**src/rtl/serial_add_ctrl.sv**
```systemverilog
// Bit-serial ripple-add sequencer driving one shared external full adder.
// Latches the sum and shows it in decimal on two active-low 7-segment digits.
module serial_add_ctrl #(
    parameter int WIDTH    = 3,
    parameter int STEP_DIV = 1
) (
    input  logic             CLOCK_50,
    input  logic             RESET_N,
    input  logic             START_N,
    input  logic [WIDTH-1:0] OP_A,
    input  logic [WIDTH-1:0] OP_B,
    input  logic             CIN,
    output logic             FA_A,
    output logic             FA_B,
    output logic             FA_CIN,
    input  logic             FA_S,
    input  logic             FA_COUT,
    output logic             BUSY,
    output logic             DONE,
    output logic [WIDTH:0]   SUM,
    output logic [6:0]       HEX1_D,
    output logic [6:0]       HEX0_D,
    output logic             HEX1_DP,
    output logic             HEX0_DP
);

    localparam int IW = $clog2(WIDTH + 1);
    localparam int SW = (STEP_DIV > 1) ? $clog2(STEP_DIV) : 1;
    localparam logic [IW-1:0] LAST_IDX  = IW'(WIDTH - 1);
    localparam logic [SW-1:0] LAST_STEP = SW'(STEP_DIV - 1);

    typedef enum logic [1:0] {
        S_IDLE,
        S_LOAD,
        S_SHIFT,
        S_DONE
    } state_t;

    state_t state_q;
    state_t state_d;

    logic sync1;
    logic sync2;
    logic sync3;
    logic start_pulse;

    logic [WIDTH-1:0] a_sh;
    logic [WIDTH-1:0] b_sh;
    logic             carry;
    logic [IW-1:0]    idx;
    logic [SW-1:0]    step;
    logic [WIDTH:0]   res_q;
    logic [WIDTH:0]   res_nxt;
    logic             step_end;
    logic             last_bit;

    // Two-flop synchronizer plus an edge register; idles high like the key.
    always_ff @(posedge CLOCK_50 or negedge RESET_N) begin
        if (!RESET_N) begin
            sync1 <= 1'b1;
            sync2 <= 1'b1;
            sync3 <= 1'b1;
        end else begin
            sync1 <= START_N;
            sync2 <= sync1;
            sync3 <= sync2;
        end
    end

    assign start_pulse = sync3 & ~sync2;

    assign step_end = (step == LAST_STEP);
    assign last_bit = step_end && (idx == LAST_IDX);

    always_ff @(posedge CLOCK_50 or negedge RESET_N) begin
        if (!RESET_N) begin
            state_q <= S_IDLE;
        end else begin
            state_q <= state_d;
        end
    end

    always_comb begin
        state_d = state_q;
        BUSY    = 1'b0;
        DONE    = 1'b0;
        FA_A    = 1'b0;
        FA_B    = 1'b0;
        FA_CIN  = 1'b0;
        unique case (state_q)
            S_IDLE: begin
                if (start_pulse) begin
                    state_d = S_LOAD;
                end
            end
            S_LOAD: begin
                BUSY    = 1'b1;
                state_d = S_SHIFT;
            end
            S_SHIFT: begin
                BUSY   = 1'b1;
                FA_A   = a_sh[0];
                FA_B   = b_sh[0];
                FA_CIN = carry;
                if (last_bit) begin
                    state_d = S_DONE;
                end
            end
            S_DONE: begin
                DONE    = 1'b1;
                state_d = S_IDLE;
            end
            default: state_d = S_IDLE;
        endcase
    end

    // Result with the current FA outputs merged in; the last step adds the carry-out.
    always_comb begin
        res_nxt      = res_q;
        res_nxt[idx] = FA_S;
        if (last_bit) begin
            res_nxt[WIDTH] = FA_COUT;
        end
    end

    always_ff @(posedge CLOCK_50 or negedge RESET_N) begin
        if (!RESET_N) begin
            a_sh  <= '0;
            b_sh  <= '0;
            carry <= 1'b0;
            idx   <= '0;
            step  <= '0;
            res_q <= '0;
            SUM   <= '0;
        end else begin
            unique case (state_q)
                S_LOAD: begin
                    a_sh  <= OP_A;
                    b_sh  <= OP_B;
                    carry <= CIN;
                    idx   <= '0;
                    step  <= '0;
                    res_q <= '0;
                end
                S_SHIFT: begin
                    if (step_end) begin
                        res_q <= res_nxt;
                        carry <= FA_COUT;
                        a_sh  <= a_sh >> 1;
                        b_sh  <= b_sh >> 1;
                        idx   <= idx + 1'b1;
                        step  <= '0;
                        if (last_bit) begin
                            SUM <= res_nxt;
                        end
                    end else begin
                        step <= step + 1'b1;
                    end
                end
                default: begin
                end
            endcase
        end
    end

    function automatic logic [6:0] seg7(input logic [3:0] d);
        logic [6:0] s;
        case (d)
            4'd0:    s = 7'b1000000;
            4'd1:    s = 7'b1111001;
            4'd2:    s = 7'b0100100;
            4'd3:    s = 7'b0110000;
            4'd4:    s = 7'b0011001;
            4'd5:    s = 7'b0010010;
            4'd6:    s = 7'b0000010;
            4'd7:    s = 7'b1111000;
            4'd8:    s = 7'b0000000;
            4'd9:    s = 7'b0010000;
            default: s = 7'b1111111;
        endcase
        return s;
    endfunction

    logic [6:0] value;
    logic [3:0] tens;
    logic [3:0] ones;

    assign value = 7'(SUM);
    assign tens  = 4'(value / 7'd10);
    assign ones  = 4'(value % 7'd10);

    assign HEX1_D  = seg7(tens);
    assign HEX0_D  = seg7(ones);
    assign HEX1_DP = 1'b1;
    assign HEX0_DP = 1'b1;

endmodule

```
**config.mk**
```make
export PLATFORM = sky130hd
export DESIGN_NAME = serial_add_ctrl
export DESIGN_NICKNAME = d
export VERILOG_FILES = /design/src/rtl/serial_add_ctrl.sv
export SDC_FILE = /design/constraint.sdc
export NUM_CORES = 1
export LEC_CHECK = 0
export ABC_AREA = 1
export CAP_MARGIN = 20
export CORE_ASPECT_RATIO = 1.75
export CORE_MARGIN = 5
export CORE_UTILIZATION = 30
export CTS_BUF_LIST = sky130_fd_sc_hd__clkbuf_8 sky130_fd_sc_hd__clkbuf_16
export CTS_CLUSTER_SIZE = 40
export DETAILED_ROUTE_END_ITERATION = 12
export GPL_ROUTABILITY_DRIVEN = 0
export SLEW_MARGIN = 20
export SYNTH_ARGS = -nofsm -noshare
export SYNTH_HDL_FRONTEND = slang
export SYNTH_SLANG_ARGS = --single-unit
```
**constraint.sdc**
```tcl
create_clock -name CLOCK_50 -period 2.3 [get_ports CLOCK_50]
set_clock_uncertainty 0.05 [all_clocks]
set_input_delay 0.23 -clock CLOCK_50 [delete_from_list [all_inputs] [get_ports CLOCK_50]]
set_output_delay 0.23 -clock CLOCK_50 [all_outputs]
set_load 0.02 [all_outputs]
```
Word-level counts from Yosys, hierarchy flattened:

Memories as Yosys holds them, arrays and structs flattened.
Index checks and enable logic that the tools add are counted.

* register bits after elaboration: 23
* bits in latches: 0
* RAM bits: 0
* ROM bits: 224
* bits of input ports: 12
* output and inout port bits: 25
* word-level logic and storage cells: 61
* memories: 2

* $add $sub $neg: 2
* multipliers: 0
* div/mod/pow operators: 2
* $lt $le $gt $ge: 2
* equality and inequality tests: 7
* shift-type cells: 0
* muxes and demuxes: 24
* bitwise logic cells: 3
* reduce and logical (&&, ||, !) cells: 8

Memory list
* (name not given): words 16, bits a word 7, rd ports 1, clocked after memory_dff 0, write ports 0, RTL line 168 `case (d)`
* (name not given): words 16, bits a word 7, rd ports 1, clocked after memory_dff 0, write ports 0, RTL line 168

Operator list (number)
* one-hot mux 3 bit (2 select lines): 2
* 2-to-1 mux 1 bit: 9
* one-hot mux 2 bit (4 select lines): 1
* one-hot mux 4 bit (2 select lines): 1
* divider 4 x 4 -> 7 bit, second input constant: 1
* modulo 4 x 4 -> 7 bit, second input constant: 1
* == test 2 bit, second input constant: 3
* 2-to-1 mux 2 bit: 3
* 2-to-1 mux 3 bit: 2
* inequality test 2 bit, second input constant: 3
* bitwise mux 4 bit: 1
* 2-to-1 mux 4 bit: 1
* one-hot mux 1 bit (2 select lines): 2
* one-hot mux 2 bit (2 select lines): 1
* AND reduction 2 bit: 2
* < comparator 2 x 3 -> 1 bit, second input constant: 1
* AND reduction 3 bit: 1
* adder 2 x 1 -> 2 bit, second input constant: 1
* demux 1 bit (select 2 bit): 1
* == test 2 x 1 -> 1 bit, second input constant: 1
* greater-or-equal comparator 2 x 1 -> 1 bit, second input constant: 1
* logical AND 1 bit: 2
* zero test 2 bit: 1
* NOT 1 bit: 2
* 4 further kinds: 4

Logic depth before layout (Yosys ltp):

* depth after elaboration: 8
* mapped depth: 13
* gate-level depth less buffers: 13

Worst setup path after synthesis:

Ideal clock, no wire load.

* kind: register -> output
* from: register SUM[1]
* to: output port HEX0_D[3]
* data arrival time: 1954 ps
* required time: 2020 ps
* setup slack: 66 ps
* cell stages (with the launch flop): 14
* path buffers: 0
* cells stage by stage: dfrtp_1 > inv_1 > ha_1 > inv_1 > ha_1 > inv_2 > nand3_1 > and2_4 > inv_1 > ha_1 > nand2_1 > o21ai_0 > nand2_1 > nand2_1

* cells in the longest elaborated chain, start to end: 2

Ends and longest elaborated chain
* start: declaration: RTL line 20 `output logic [WIDTH:0] SUM,`
* start signal: assignment: RTL line 154 `SUM <= res_nxt;`
* modulo 4 x 4 -> 7 bit: RTL line 190 `assign ones = 4'(value % 7'd10);`
* memory read (16 x 7 bit)
* end: declaration: RTL line 22 `output logic [6:0] HEX0_D,`

Every way passes these cells.

Worst setup path after layout:

* from: register SUM[1]
* to: output port HEX0_D[1]

Same word-level chain as after synthesis.

==> impl_results.md <==
- Register area share after synthesis: 38.99%
- Max Cap Violations: 0
- Share of the synthesized area in the top cell type: 33.18%
- Critical Path Max Stage Delay: 0.39 ns
- Primary FF master, synth: dfrtp_1
- CTS Buffer Depth: 2
- Placement-stage cell area: 1790 um2
- Largest family of logic cells by synthesized area: simple AND/OR/NAND/NOR gates
- Pwr dens: 1730 nW/um2
- Adder-Cell Fraction of Synth Area: 11.98%
- DRC Markers: 0
- WP depth: 12
- DRT antenna net count: 0
- Port Buf Inserts: 31
- Die area: 6024 um2
- Compound-cell area share of the yosys netlist: 10.32%
- Core ar.: 4404 um2
- Area of the multi-input gates: 747.0 um2
- Worst Reg-to-Reg Cells: 7
- Total grt overflow: 0
- CP top delay family: buffers and inverters
- Non-Filler Instances: 270
- Commonest cells in the netlist: nand2_1 (53), inv_1 (21), dfrtp_1 (18)
- Mean Syn Cell Area: 7.939 um2
- TritonCTS buffer count: 3
- Status: complete, no violations
- Worst ir drop on vdd: 1.353 mV
- Seq cells post-synth: 21
- CTS Sinks: 21
- Crit end category: output port
- Final worst-path cycle share: 98.66%
- Die W: 60.85 um
- Layout Area Growth over Synthesis: 42.86%
- Rows: 32
- Root Driver: clkbuf_8
- Critical path class: reg -> out
- Routed vias: 1189
- Hold WC Path Type: in -> async
- Post-Synth Simple-Gate Area: 25.71%
- Die Ht: 98.99 um
- Count leader, synth: nand2_1
- Maximum clock rate: 440.7 MHz
- # H-tree levels: 1
- Async SR Flop Fraction: 100.0%
- Number of diodes: 0
- Mapped Cells: 171
- Reg area: 529.3 um2
- IO Pins: 37
- Layout cell share with drive strength beyond 1: 29.22%
- HPWL after DPL: 2.488 mm
- RSZ-0062 raised after global routing: yes
- # fillers: 455
- Hold buffers post-CTS: 0
- Initial Util: 30.82%
- Ranking of synthesized cells by area: dfrtp_1 (33%), nand2_1 (15%), ha_1 (12%)
- Leak: 0.9586 nW
- DR iter-0 viols: 42
- Worst hold slack: 0.2645 ns
- Fin util: 44.03%
- Ys Warns: 0
- Initial antenna violation count: 0
- DR pass1 iterations: 4
- CTS tree: done
- Final hold viol count: 0
- Routed WL: 3.104 mm
- WP data required: 2.02 ns
- First-pass GRT wire length: 5.168 mm
- Critical Path Fanout Max: 2
- Power, Total: 3.356 mW
- Post-layout instance area: 1939 um2
- Endpoints failing setup: 0
- Largest net degree at the start of global routing: 22
- WP buf/inv: 6
- Startpoint class of the critical path: flop
- Synth area leader: dfrtp_1
- Post-Synth XOR/XNOR Area: 0%
- Mapped cell area: 1358 um2
- Post-synth EDFFs: 0
- Min cycle time layout: 2.269 ns
- Worst path slowest cell: dfrtp_1
- Post-synthesis mux area share: 0%
- Final Max Slew Viols: 0
- Placed instance count: 262
- Total GRT Usage: 11.21%
- DR WL/cell: 11.50 um
- Vias in the first global route: 1180
- Critical-path cell list: inv_2 -> ha_4 -> inv_2 -> ha_4 -> inv_2 -> nand3_2 -> and2_4 -> inv_4 -> ha_4 -> buf_4 -> o21ai_2 -> buf_6
- Netlist cell types: 25
- Final net count: 245
- Clock slew at reported path FFs: 0.08 ns
- Worst Path Arrival: 1.99 ns
- Latest clock arrival within the worst-skew pair: 0.26 ns
- Vias/cell: 4.404
[layer usage]
layer	part of all wire, %	global-route usage, %	vias to the layer above
li1	-	-	616
met1	36	11.58	544
met2	57	20.94	25
met3	4.5	1.573	4
met4	1.8	5.008	0
met5	0	0	-
[worst paths after layout]
path	from	to	slack [ns]
max	SUM[1]	HEX0_D[1]	0.03
max reg2reg	state_q[1]	a_sh[1]	0.62
min in group CLOCK_50	sync1	sync2	0.32
max in group asynchronous	RESET_N	sync2	1.67
min reg2reg	sync1	sync2	0.32
min	RESET_N	a_sh[2]	0.26
[worst register-to-register path: stages (launching register included)]
cell,delay [ns]
dfrtp_1,0.40
inv_1,0.08
ha_1,0.38
buf_4,0.16
inv_2,0.08
nor2_2,0.25
nand2_1,0.09
o211ai_1,0.10
[flip-flops by register name, indices dropped and copies added (netlist names)]
| register | count |
|---|---|
| a_sh | 3 |
| sync2 | 1 |
| b_sh | 3 |
| sync1 | 1 |
| SUM | 4 |
| state_q | 2 |
| res_q | 3 |
| sync3 | 1 |
| idx | 2 |
| carry | 1 |
[repair_timing]
item                                    4_1_cts  5_1_grt
resized for setup                            40       23
endpoints found under the setup margin       11        7
endpoints found under the hold margin         0        0
buffers inserted                              2        2
pin swaps                                     0        6
[through the flow]
stage,setup TNS (ns),setup slack (ns)
floorplan,0,0.06582
finish,0,0.03076
global route,-0.3582,-0.08466
CTS,-0.01795,-0.01795
global placement,-0.6168,-0.1708
detailed placement,-1.002,-0.2298
[layout by cell type, fill, tap and decap left out, drive strengths merged, types with 2 or more instances in the layout]
cell	netlist	routed
clkdlybuf4s50	0	20
conb	2	5
nand3	8	8
dfstp	3	3
o21ai	20	20
a21oi	2	2
dlygate4sd2	0	4
ha	13	13
buf	9	26
clkbuf	0	3
nand2	59	59
nor2	4	4
nor3	2	2
dfrtp	18	18
inv	27	27
[cell families (layout without fill, tap and decap cells)]
family,after synthesis,count (layout)
other,2,5
buffers and inverters,36,81
AND/OR/NAND/NOR,74,74
adder cells (fa/ha/maj),13,13
flip-flops,21,21
AO/OA/AOI/OAI,25,25
[report_power, final]
part / switching, mW / internal, mW
logic: 1.43 / 1.09
clock network: 0.123 / 0.122
registers: 0.0837 / 0.510
[final cells by class]
type,count,area share [%]
clock buffer,3,2.129
clock inverter,1,0.3871
inverter,27,5.484
multi-input combinational,117,38.52
sequential,21,27.29
tap,51,3.290
timing repair buffer,50,22.90
(Power assumes the default switching activity.)
